## config.mk

```make
export PLATFORM = sky130hd
export DESIGN_NAME = aes_block_packer
export DESIGN_NICKNAME = d
export VERILOG_FILES = /design/src/rtl/aes_stream_pkg.sv /design/src/rtl/aes_block_packer.sv
export SDC_FILE = /design/constraint.sdc
export NUM_CORES = 1
export LEC_CHECK = 0
export CORE_UTILIZATION = 30
export CTS_CLUSTER_DIAMETER = 40
export DETAILED_ROUTE_END_ITERATION = 10
export GPL_TIMING_DRIVEN = 0
export HOLD_SLACK_MARGIN = 0.03
export PLACE_DENSITY_LB_ADDON = 0.15
export RECOVER_POWER = 25
export SETUP_SLACK_MARGIN = 0.02
export SLEW_MARGIN = 20
export SYNTH_ARGS = -nofsm -noshare
export SYNTH_HDL_FRONTEND = slang
export SYNTH_SLANG_ARGS = --single-unit
```

## constraint.sdc

```tcl
create_clock -name clk -period 2.89 [get_ports clk]
set_input_delay 0.867 -clock clk [delete_from_list [all_inputs] [get_ports clk]]
set_output_delay 0.867 -clock clk [all_outputs]
set_load 0.01 [all_outputs]
```

## src/rtl/aes_stream_pkg.sv

```systemverilog
// Shared widths for the AES block stream: packer, aes256_fifo and the
// downstream unpacker all import this package.
`timescale 1ns/1ps
package aes_stream_pkg;
   localparam int AES_BLOCK_W     = 128;
   localparam int AES_WORD_W      = 32;
   localparam int WORDS_PER_BLOCK = AES_BLOCK_W / AES_WORD_W;
   localparam int NWORDS_W        = 3;
endpackage

```

## src/rtl/aes_block_packer.sv

```systemverilog
// Packs a word stream into AES blocks, zero-pads a trailing partial block
// and holds one completed block while the output register is stalled.
`timescale 1ns/1ps
module aes_block_packer
   import aes_stream_pkg::*;
#(
   parameter int WORD_W  = AES_WORD_W,
   parameter int BLOCK_W = AES_BLOCK_W
) (
   input  logic               clk,
   input  logic               rst_n,
   input  logic               clear,
   input  logic               s_valid,
   output logic               s_ready,
   input  logic [WORD_W-1:0]  s_data,
   input  logic               s_last,
   output logic               aes_in_valid,
   input  logic               aes_in_ready,
   output logic [BLOCK_W-1:0] aes_in_block,
   output logic               aes_in_last,
   output logic [NWORDS_W-1:0] aes_in_nwords
);

   localparam int NW = BLOCK_W / WORD_W;
   localparam int IW = (NW > 1) ? $clog2(NW) : 1;

   logic [IW-1:0]       r_idx;
   logic [BLOCK_W-1:0]  r_acc;
   logic                r_acc_full;
   logic                r_acc_last;
   logic [NWORDS_W-1:0] r_acc_nw;
   logic                r_out_valid;
   logic [BLOCK_W-1:0]  r_out_block;
   logic                r_out_last;
   logic [NWORDS_W-1:0] r_out_nw;

   logic                w_word_fire;
   logic                w_blk_fire;
   logic                w_out_free;
   logic                w_done;
   logic [NWORDS_W-1:0] w_nw;
   logic [BLOCK_W-1:0]  w_acc_next;

   assign w_word_fire = s_valid && !r_acc_full;
   assign w_blk_fire  = r_out_valid && aes_in_ready;
   assign w_out_free  = !r_out_valid || aes_in_ready;
   assign w_done      = w_word_fire &&
                        (s_last || r_idx == IW'(NW - 1));
   assign w_nw        = NWORDS_W'(r_idx) + NWORDS_W'(1);

   // First word of a block is the most significant one.
   always_comb begin
      w_acc_next = r_acc;
      for (int k = 0; k < NW; k++) begin
         if (r_idx == IW'(k))
            w_acc_next[BLOCK_W-1-WORD_W*k -: WORD_W] = s_data;
      end
   end

   always_ff @(posedge clk or negedge rst_n) begin
      if (!rst_n) begin
         r_idx      <= '0;
         r_acc      <= '0;
         r_acc_full <= 1'b0;
         r_acc_last <= 1'b0;
         r_acc_nw   <= '0;
      end else if (clear) begin
         r_idx      <= '0;
         r_acc      <= '0;
         r_acc_full <= 1'b0;
         r_acc_last <= 1'b0;
         r_acc_nw   <= '0;
      end else if (r_acc_full) begin
         if (w_blk_fire) begin
            r_acc      <= '0;
            r_acc_full <= 1'b0;
            r_acc_last <= 1'b0;
            r_acc_nw   <= '0;
         end
      end else if (w_word_fire) begin
         if (w_done) begin
            r_idx <= '0;
            if (w_out_free) begin
               r_acc <= '0;
            end else begin
               r_acc      <= w_acc_next;
               r_acc_full <= 1'b1;
               r_acc_last <= s_last;
               r_acc_nw   <= w_nw;
            end
         end else begin
            r_idx <= r_idx + IW'(1);
            r_acc <= w_acc_next;
         end
      end
   end

   // A held block is only ever released by acceptance of the current one.
   always_ff @(posedge clk or negedge rst_n) begin
      if (!rst_n) begin
         r_out_valid <= 1'b0;
         r_out_block <= '0;
         r_out_last  <= 1'b0;
         r_out_nw    <= '0;
      end else if (clear) begin
         r_out_valid <= 1'b0;
         r_out_block <= '0;
         r_out_last  <= 1'b0;
         r_out_nw    <= '0;
      end else if (r_acc_full && w_blk_fire) begin
         r_out_block <= r_acc;
         r_out_last  <= r_acc_last;
         r_out_nw    <= r_acc_nw;
      end else if (w_done && w_out_free) begin
         r_out_valid <= 1'b1;
         r_out_block <= w_acc_next;
         r_out_last  <= s_last;
         r_out_nw    <= w_nw;
      end else if (w_blk_fire) begin
         r_out_valid <= 1'b0;
      end
   end

   assign s_ready       = !r_acc_full;
   assign aes_in_valid  = r_out_valid;
   assign aes_in_block  = r_out_block;
   assign aes_in_last   = r_out_last;
   assign aes_in_nwords = r_out_nw;

endmodule

```

==> results.json, run 1 <==
{
  "dr_wl_met3_um": 3090,
  "nNetsFinal": 1458,
  "syn_avg_cell_area_um2": 10.9,
  "synth_commonest_cells": "dfrtp_1, nand2_1, o21ai_0",
  "synth_top_area_share_pct": 51.4,
  "yosysMostFrequentCell": "dfrtp_1",
  "top_layer_used": "met5",
  "die_area_um2": 44300,
  "synth_area_leaders": "dfrtp_1, nand2_1, mux2_2",
  "synth_edf_count": 0,
  "end_kind": "flip-flop",
  "fp-row-count": 76,
  "status": "completed",
  "grt_overflow": 0,
  "drc_errors": 0,
  "path_class": "in2reg",
  "grt_pass1_wl_um": 73500,
  "clkLatencyLatePin_ns": 0.57,
  "maxCapViolCount": 0,
  "fmax_mhz": 363,
  "p_leak_nw": 7.37,
  "peakVddDrop_mv": 0.433,
  "yosys_warnings": 0,
  "cp-start-kind": "input port",
  "synthFlopType": "dfrtp_1",
  "core_area_um2": 43000,
  "wl_per_cell_um": 24.6,
  "report.final.setup_viol": 0,
  "cts_tree": "done",
  "path_clk_slew_ns": 0.05,
  "min_period_ns": 2.75,
  "die_w_um": 211,
  "wl_met1_um": 22200,
  "drive_gt1_share_pct": 17.0,
  "gp_congestion": 0.804,
  "antennaDiodeCount": 0,
  "power_density_nw_per_um2": 671,
  "portBuffers": 170,
  "postRouteAntennaNets": 0,
  "vias": 10700,
  "instances_no_fill": 2037,
  "ys_ff_latch": 268,
  "fin_util_pct": 40.1,
  "hpwl_um": 33600,
  "rsz0062_at_grt": "yes",
  "crit_fanout": 10,
  "syn_area_um2": 13100,
  "ios": 172,
  "worst_pin_slew_ns": 1.36,
  "start_util_pct": 30.4,
  "dr.pass1.iters": 5,
  "wl_met2_um": 22500,
  "cts_htree_levels": 2,
  "vias_per_cell": 5.24,
  "grt_max_degree": 89,
  "hold_class": "reg2reg",
  "synthArstFlopShare_pct": 100,
  "ys_types": 35,
  "antenna_found_initial": 8,
  "worstPathArrival_ns": 3.25,
  "setup-tns-final_ns": 0,
  "clock_sinks": 268,
  "placed_cells": 1953,
  "areaGrowthSynthToFinish_pct": 32.1,
  "maxSlewHeadroom_pct": 9.33,
  "final.fill_count": 4217,
  "syn_nets": 1237,
  "cp.required_ns": 3.39,
  "slew_violations": 0,
  "clockBufferDepth": 3,
  "skew_ns": 0.0165,
  "cts_buffers": 46,
  "finalHoldViolations": 0,
  "finalCritPeriodShare_pct": 95.3,
  "yosysTopAreaCell": "dfrtp_1",
  "cts_setup_buffers": 0,
  "whs_ns": 0.490,
  "synthCells": 1195,
  "dp_slack_ns": -0.774,
  "ys_seq_area_share_pct": 51.4,
  "clockRootBuffer": "clkbuf_16",
  "grt_use_total_pct": 22.7,
  "wl_um": 50100,
  "drt_iter0_markers": 756,
  "worst_slack_ns": 0.137,
  "grt_pass1_vias": 10900,
  "die_h_um": 211
}
[path summary, 6_finish.rpt]
path	start	to	slack, ns	depth (start not counted)
min reg2reg	r_acc[65]	r_acc[65]	0.49	2
min	r_acc[65]	r_acc[65]	0.49	2
max in group asynchronous	rst_n	r_acc[125]	0.70	2
max	s_last	aes_in_block[108]	0.14	8
min in group asynchronous	rst_n	aes_in_block[23]	0.59	1
max reg2reg	r_idx[0]	aes_in_block[108]	0.16	9
[sequential cells by signal (all words and copies together) (netlist names), 2 cells and up]
name           cells
aes_in_block     128
aes_in_nwords      3
r_idx              2
r_acc            128
r_acc_nw           3
[cell usage in the layout (no fill, tap or decap), types with 4 or more instances in the layout]
master and count:
a21o_1 54, a22o_1 8, a2bb2oi_1 75, a2bb2oi_2 50
a32o_1 43, buf_1 9, buf_2 22, buf_6 9
bufinv_16 8, clkbuf_1 71, clkbuf_16 47, clkbuf_2 8
clkbuf_8 8, clkdlybuf4s50_1 169, clkinv_2 5, clkinvlp_4 7
dfrtp_1 268, ha_1 4, inv_1 5, mux2_2 69
mux2i_1 60, nand2_1 242, nand3_1 5, nand4_1 26
nor2_1 5, o21ai_0 120, o31ai_1 24
[power breakdown]
part | internal (mW) | switching, mW | total, mW
Combinational | 0.695 | 0.789 | 1.48
Clock | 3.90 | 2.05 | 5.95
Sequential | 3.95 | 0.169 | 4.12
Total | 8.55 | 3.01 | 11.6
[per-layer routing]
layer | vias up | track usage, %
li1 | 4821 | -
met1 | 5403 | 31.3
met2 | 361 | 34.6
met3 | 91 | 4.25
met4 | 2 | 10.2
met5 | - | 0
[final cells by class]
type                            count  area (um^2)  share of cell area (%)
Tap cell                          585          732                    4.25
Multi-Input combinational cell    805         5770                    33.5
Sequential cell                   268         6710                    38.9
Timing Repair Buffer              173         1760                    10.2
Clock buffer                       58         1300                    7.53
Buffer                            117          563                    3.27
Clock inverter                     26          388                    2.25
Inverter                            5         18.8                   0.109
[through the flow]
step                instance area, um^2  power, mW
floorplan                         13100       4.86
global placement                  15500       5.67
detailed placement                15600       5.69
CTS                               17300       11.7
global route                      17200       11.9
finish                            17200       11.6
[worst max-delay path: stages]
cell,delay (ns)
clkdlybuf4s50_1,0.52
nor2_2,0.45
or3_1,0.18
buf_2,0.19
buf_6,0.20
clkbuf_1,0.46
o21ai_0,0.23
a2bb2oi_2,0.16
[cells by family (layout without fill, tap and decap cells)]
| logic type | Yosys count | after routing | synth area share (%) |
|---|---|---|---|
| DFF | 268 | 268 | 51.4 |
| buffers and inverters | 122 | 379 | 4.39 |
| muxes | 129 | 129 | 10.6 |
| and+or+nand+nor | 292 | 292 | 9.31 |
| AOI/OAI and AO/OA | 380 | 380 | 24.0 |
| adders and majority gates | 4 | 4 | 0.383 |
[repair_timing]
| action | in CTS | in global routing |
|---|---|---|
| endpoints found under the setup margin | 100 | 20 |
| gates cloned | 0 | 0 |
| resized for setup | 2 | 10 |
| hold buffers | 0 | 0 |
Note: power is estimated with default switching activity, not from simulation.
==> run 2: changes to the inputs <==
--- a/config.mk
+++ b/config.mk
@@ -8,6 +8,7 @@
 export CORE_UTILIZATION = 30
 export CTS_CLUSTER_DIAMETER = 40
 export DETAILED_ROUTE_END_ITERATION = 10
+export GPL_ROUTABILITY_DRIVEN = 0
 export GPL_TIMING_DRIVEN = 0
 export HOLD_SLACK_MARGIN = 0.03
 export PLACE_DENSITY_LB_ADDON = 0.15
==> constraint.sdc (replaced) <==
create_clock -name clk -period 2.65 [get_ports clk]
set_input_delay 0.795 -clock clk [delete_from_list [all_inputs] [get_ports clk]]
set_output_delay 0.795 -clock clk [all_outputs]
set_load 0.01 [all_outputs]
==> run 2 against run 1 <==
The run now ends with setup timing left; worst setup slack worse by 0.15 ns; clock power rose by 9.2%; sequential power grew 9.0%; cell count about the same; flip-flop and latch count unchanged; design area grew 0.15%; count of clock-buffer cells in the layout is the same; core utilization up 0.058 points.
==> results.json, run 2 (synthesized netlist as in run 1, its figures left out) <==
{
  "status": "finished, violations left",
  "failed_checks": "setup timing",
  "portBuffers": 170,
  "antenna_found_initial": 8,
  "holdCritStartpoint": "r_acc[83]",
  "multi_input_area_um2": 5780,
  "placed_area_um2": 15600,
  "cp.required_ns": 3.11,
  "clkLatencyLatePin_ns": 0.57,
  "grt_use_total_pct": 22.7,
  "peakVddDrop_mv": 0.473,
  "grt_pass1_wl_um": 73400,
  "critPathSlowestCell": "buf_1",
  "power_density_nw_per_um2": 731,
  "nNetsFinal": 1457,
  "min_period_ns": 2.67,
  "grt_overflow": 0,
  "path_class": "in2reg",
  "cts_hold_buffers": 0,
  "worst_path_dominant_cell_family": "buffers and inverters",
  "worst_pin_slew_ns": 1.37,
  "cts_buffers": 46,
  "dr.pass1.iters": 5,
  "cts_setup_buffers": 0,
  "seq_area_um2": 6710,
  "cpMostUsedCell": "buf_2",
  "crit_start": "aes_in_ready",
  "wl_per_cell_um": 24.6,
  "drc_errors": 0,
  "rr_startpoint": "r_idx[1]",
  "skew_ns": 0.0193,
  "p_leak_nw": 7.42,
  "path_clk_slew_ns": 0.05,
  "hpwl_um": 33600,
  "end_kind": "flip-flop",
  "clock_sinks": 268,
  "final_cell_mix": "dfrtp_1, nand2_1, clkdlybuf4s50_1",
  "wl_um": 50100,
  "grt_pass1_vias": 10900,
  "start_util_pct": 30.4,
  "core_area_um2": 43000,
  "hold_class": "reg2reg",
  "setup-tns-final_ns": -0.0166,
  "design_area_um2": 17300,
  "report.final.setup_viol": 1,
  "drt_iter0_markers": 706,
  "worstPathCellList": "clkdlybuf4s50_1, and3_1, nor3_1, buf_2, buf_2, buf_1, nand2_1, o31ai_1",
  "finalCritPeriodShare_pct": 101,
  "die_area_um2": 44300,
  "crit_fanout": 10,
  "cts_tree": "done",
  "cp-start-kind": "input port",
  "crit_path_max_incr_delay_ns": 0.53,
  "clockBufferDepth": 3,
  "finalHoldViolations": 0,
  "die_h_um": 211,
  "fp-row-count": 76,
  "instances_no_fill": 2036,
  "areaGrowthSynthToFinish_pct": 32.3,
  "fin_util_pct": 40.2,
  "placed_cells": 1953,
  "grt_max_degree": 89,
  "postRouteAntennaNets": 0,
  "worstPathArrival_ns": 3.13,
  "cp.buffers_inverters": 4,
  "ios": 172,
  "maxSlewHeadroom_pct": 8.85,
  "final.fill_count": 4218,
  "final_common_cell": "dfrtp_1",
  "clockRootBuffer": "clkbuf_16",
  "rsz0062_at_grt": "yes",
  "maxCapViolCount": 0,
  "vias_per_cell": 5.26,
  "fmax_mhz": 375,
  "antennaDiodeCount": 0,
  "vias": 10700,
  "drive_gt1_share_pct": 18.1,
  "worst_slack_ns": -0.0166,
  "cts_htree_levels": 2,
  "slew_violations": 0,
  "die_w_um": 211,
  "finalPower_mw": 12.6
}
[run 2: cell count changes in the layout (fill, tap and decap cells not counted), sizes merged]
| cell | before | now |
|---|---|---|
| buf | 44 | 45 |
| clkbuf | 135 | 133 |
[run 2: area by class of cell]
type	instances	share of cell area, %
inverters	5	0.109
plain buffers	116	3.35
multi-input cells	805	33.5
flip-flops and latches	268	38.9
clock buffers	58	7.52
well taps	585	4.24
repair buffers	173	10.2
clock inverters	26	2.25
[run 2: repair_timing]
action | CTS | global route
gates cloned | 0 | 0
gates resized for setup | 11 | 25
endpoints found under the setup margin | 115 | 113
[run 2: path summary, 6_finish.rpt]
check	to	slack, ns	cells after the start
setup reg to reg	aes_in_block[88]	0.19	7
hold / removal	r_acc[83]	0.49	2
hold reg to reg	r_acc[83]	0.49	2
setup / recovery	r_acc[31]	-0.02	8
min in group asynchronous	aes_in_block[23]	0.52	1
max in group asynchronous	aes_in_block[126]	0.52	2
[run 2: where the power goes]
group          leakage, nW  internal (mW)  total (mW)  switching [mW]
logic                 3.05          0.760        1.62           0.861
registers             3.56           4.31        4.49           0.182
clock network        0.806           4.26        6.50            2.24
total                 7.42           9.33        12.6            3.29
[run 2: per-layer routing]
layer / wire length, um / track usage [%] / vias to the layer above
li1: - / - / 4827
met1: 22100 / 31.1 / 5423
met2: 22500 / 34.5 / 359
met3: 3410 / 4.57 / 90
met4: 2220 / 10.1 / 2
met5: 11 / 0 / -
[run 2: worst register-to-register path, cell delays in order, from the launching register on]
cell       delay [ns]
dfrtp_1          0.41
inv_1            0.10
ha_1             0.17
clkbuf_1         0.30
clkbuf_1         0.64
mux2_2           0.43
o21ai_0          0.22
a2bb2oi_2        0.08
[run 2: metrics by stage]
stage	hold WS, ns	setup WS, ns
finish	0.490	-0.0166
floorplan	0.456	0.532
CTS	0.151	0.0200
global route	0.518	-0.0494
global placement	0.470	-12.08
detailed placement	0.480	-0.942
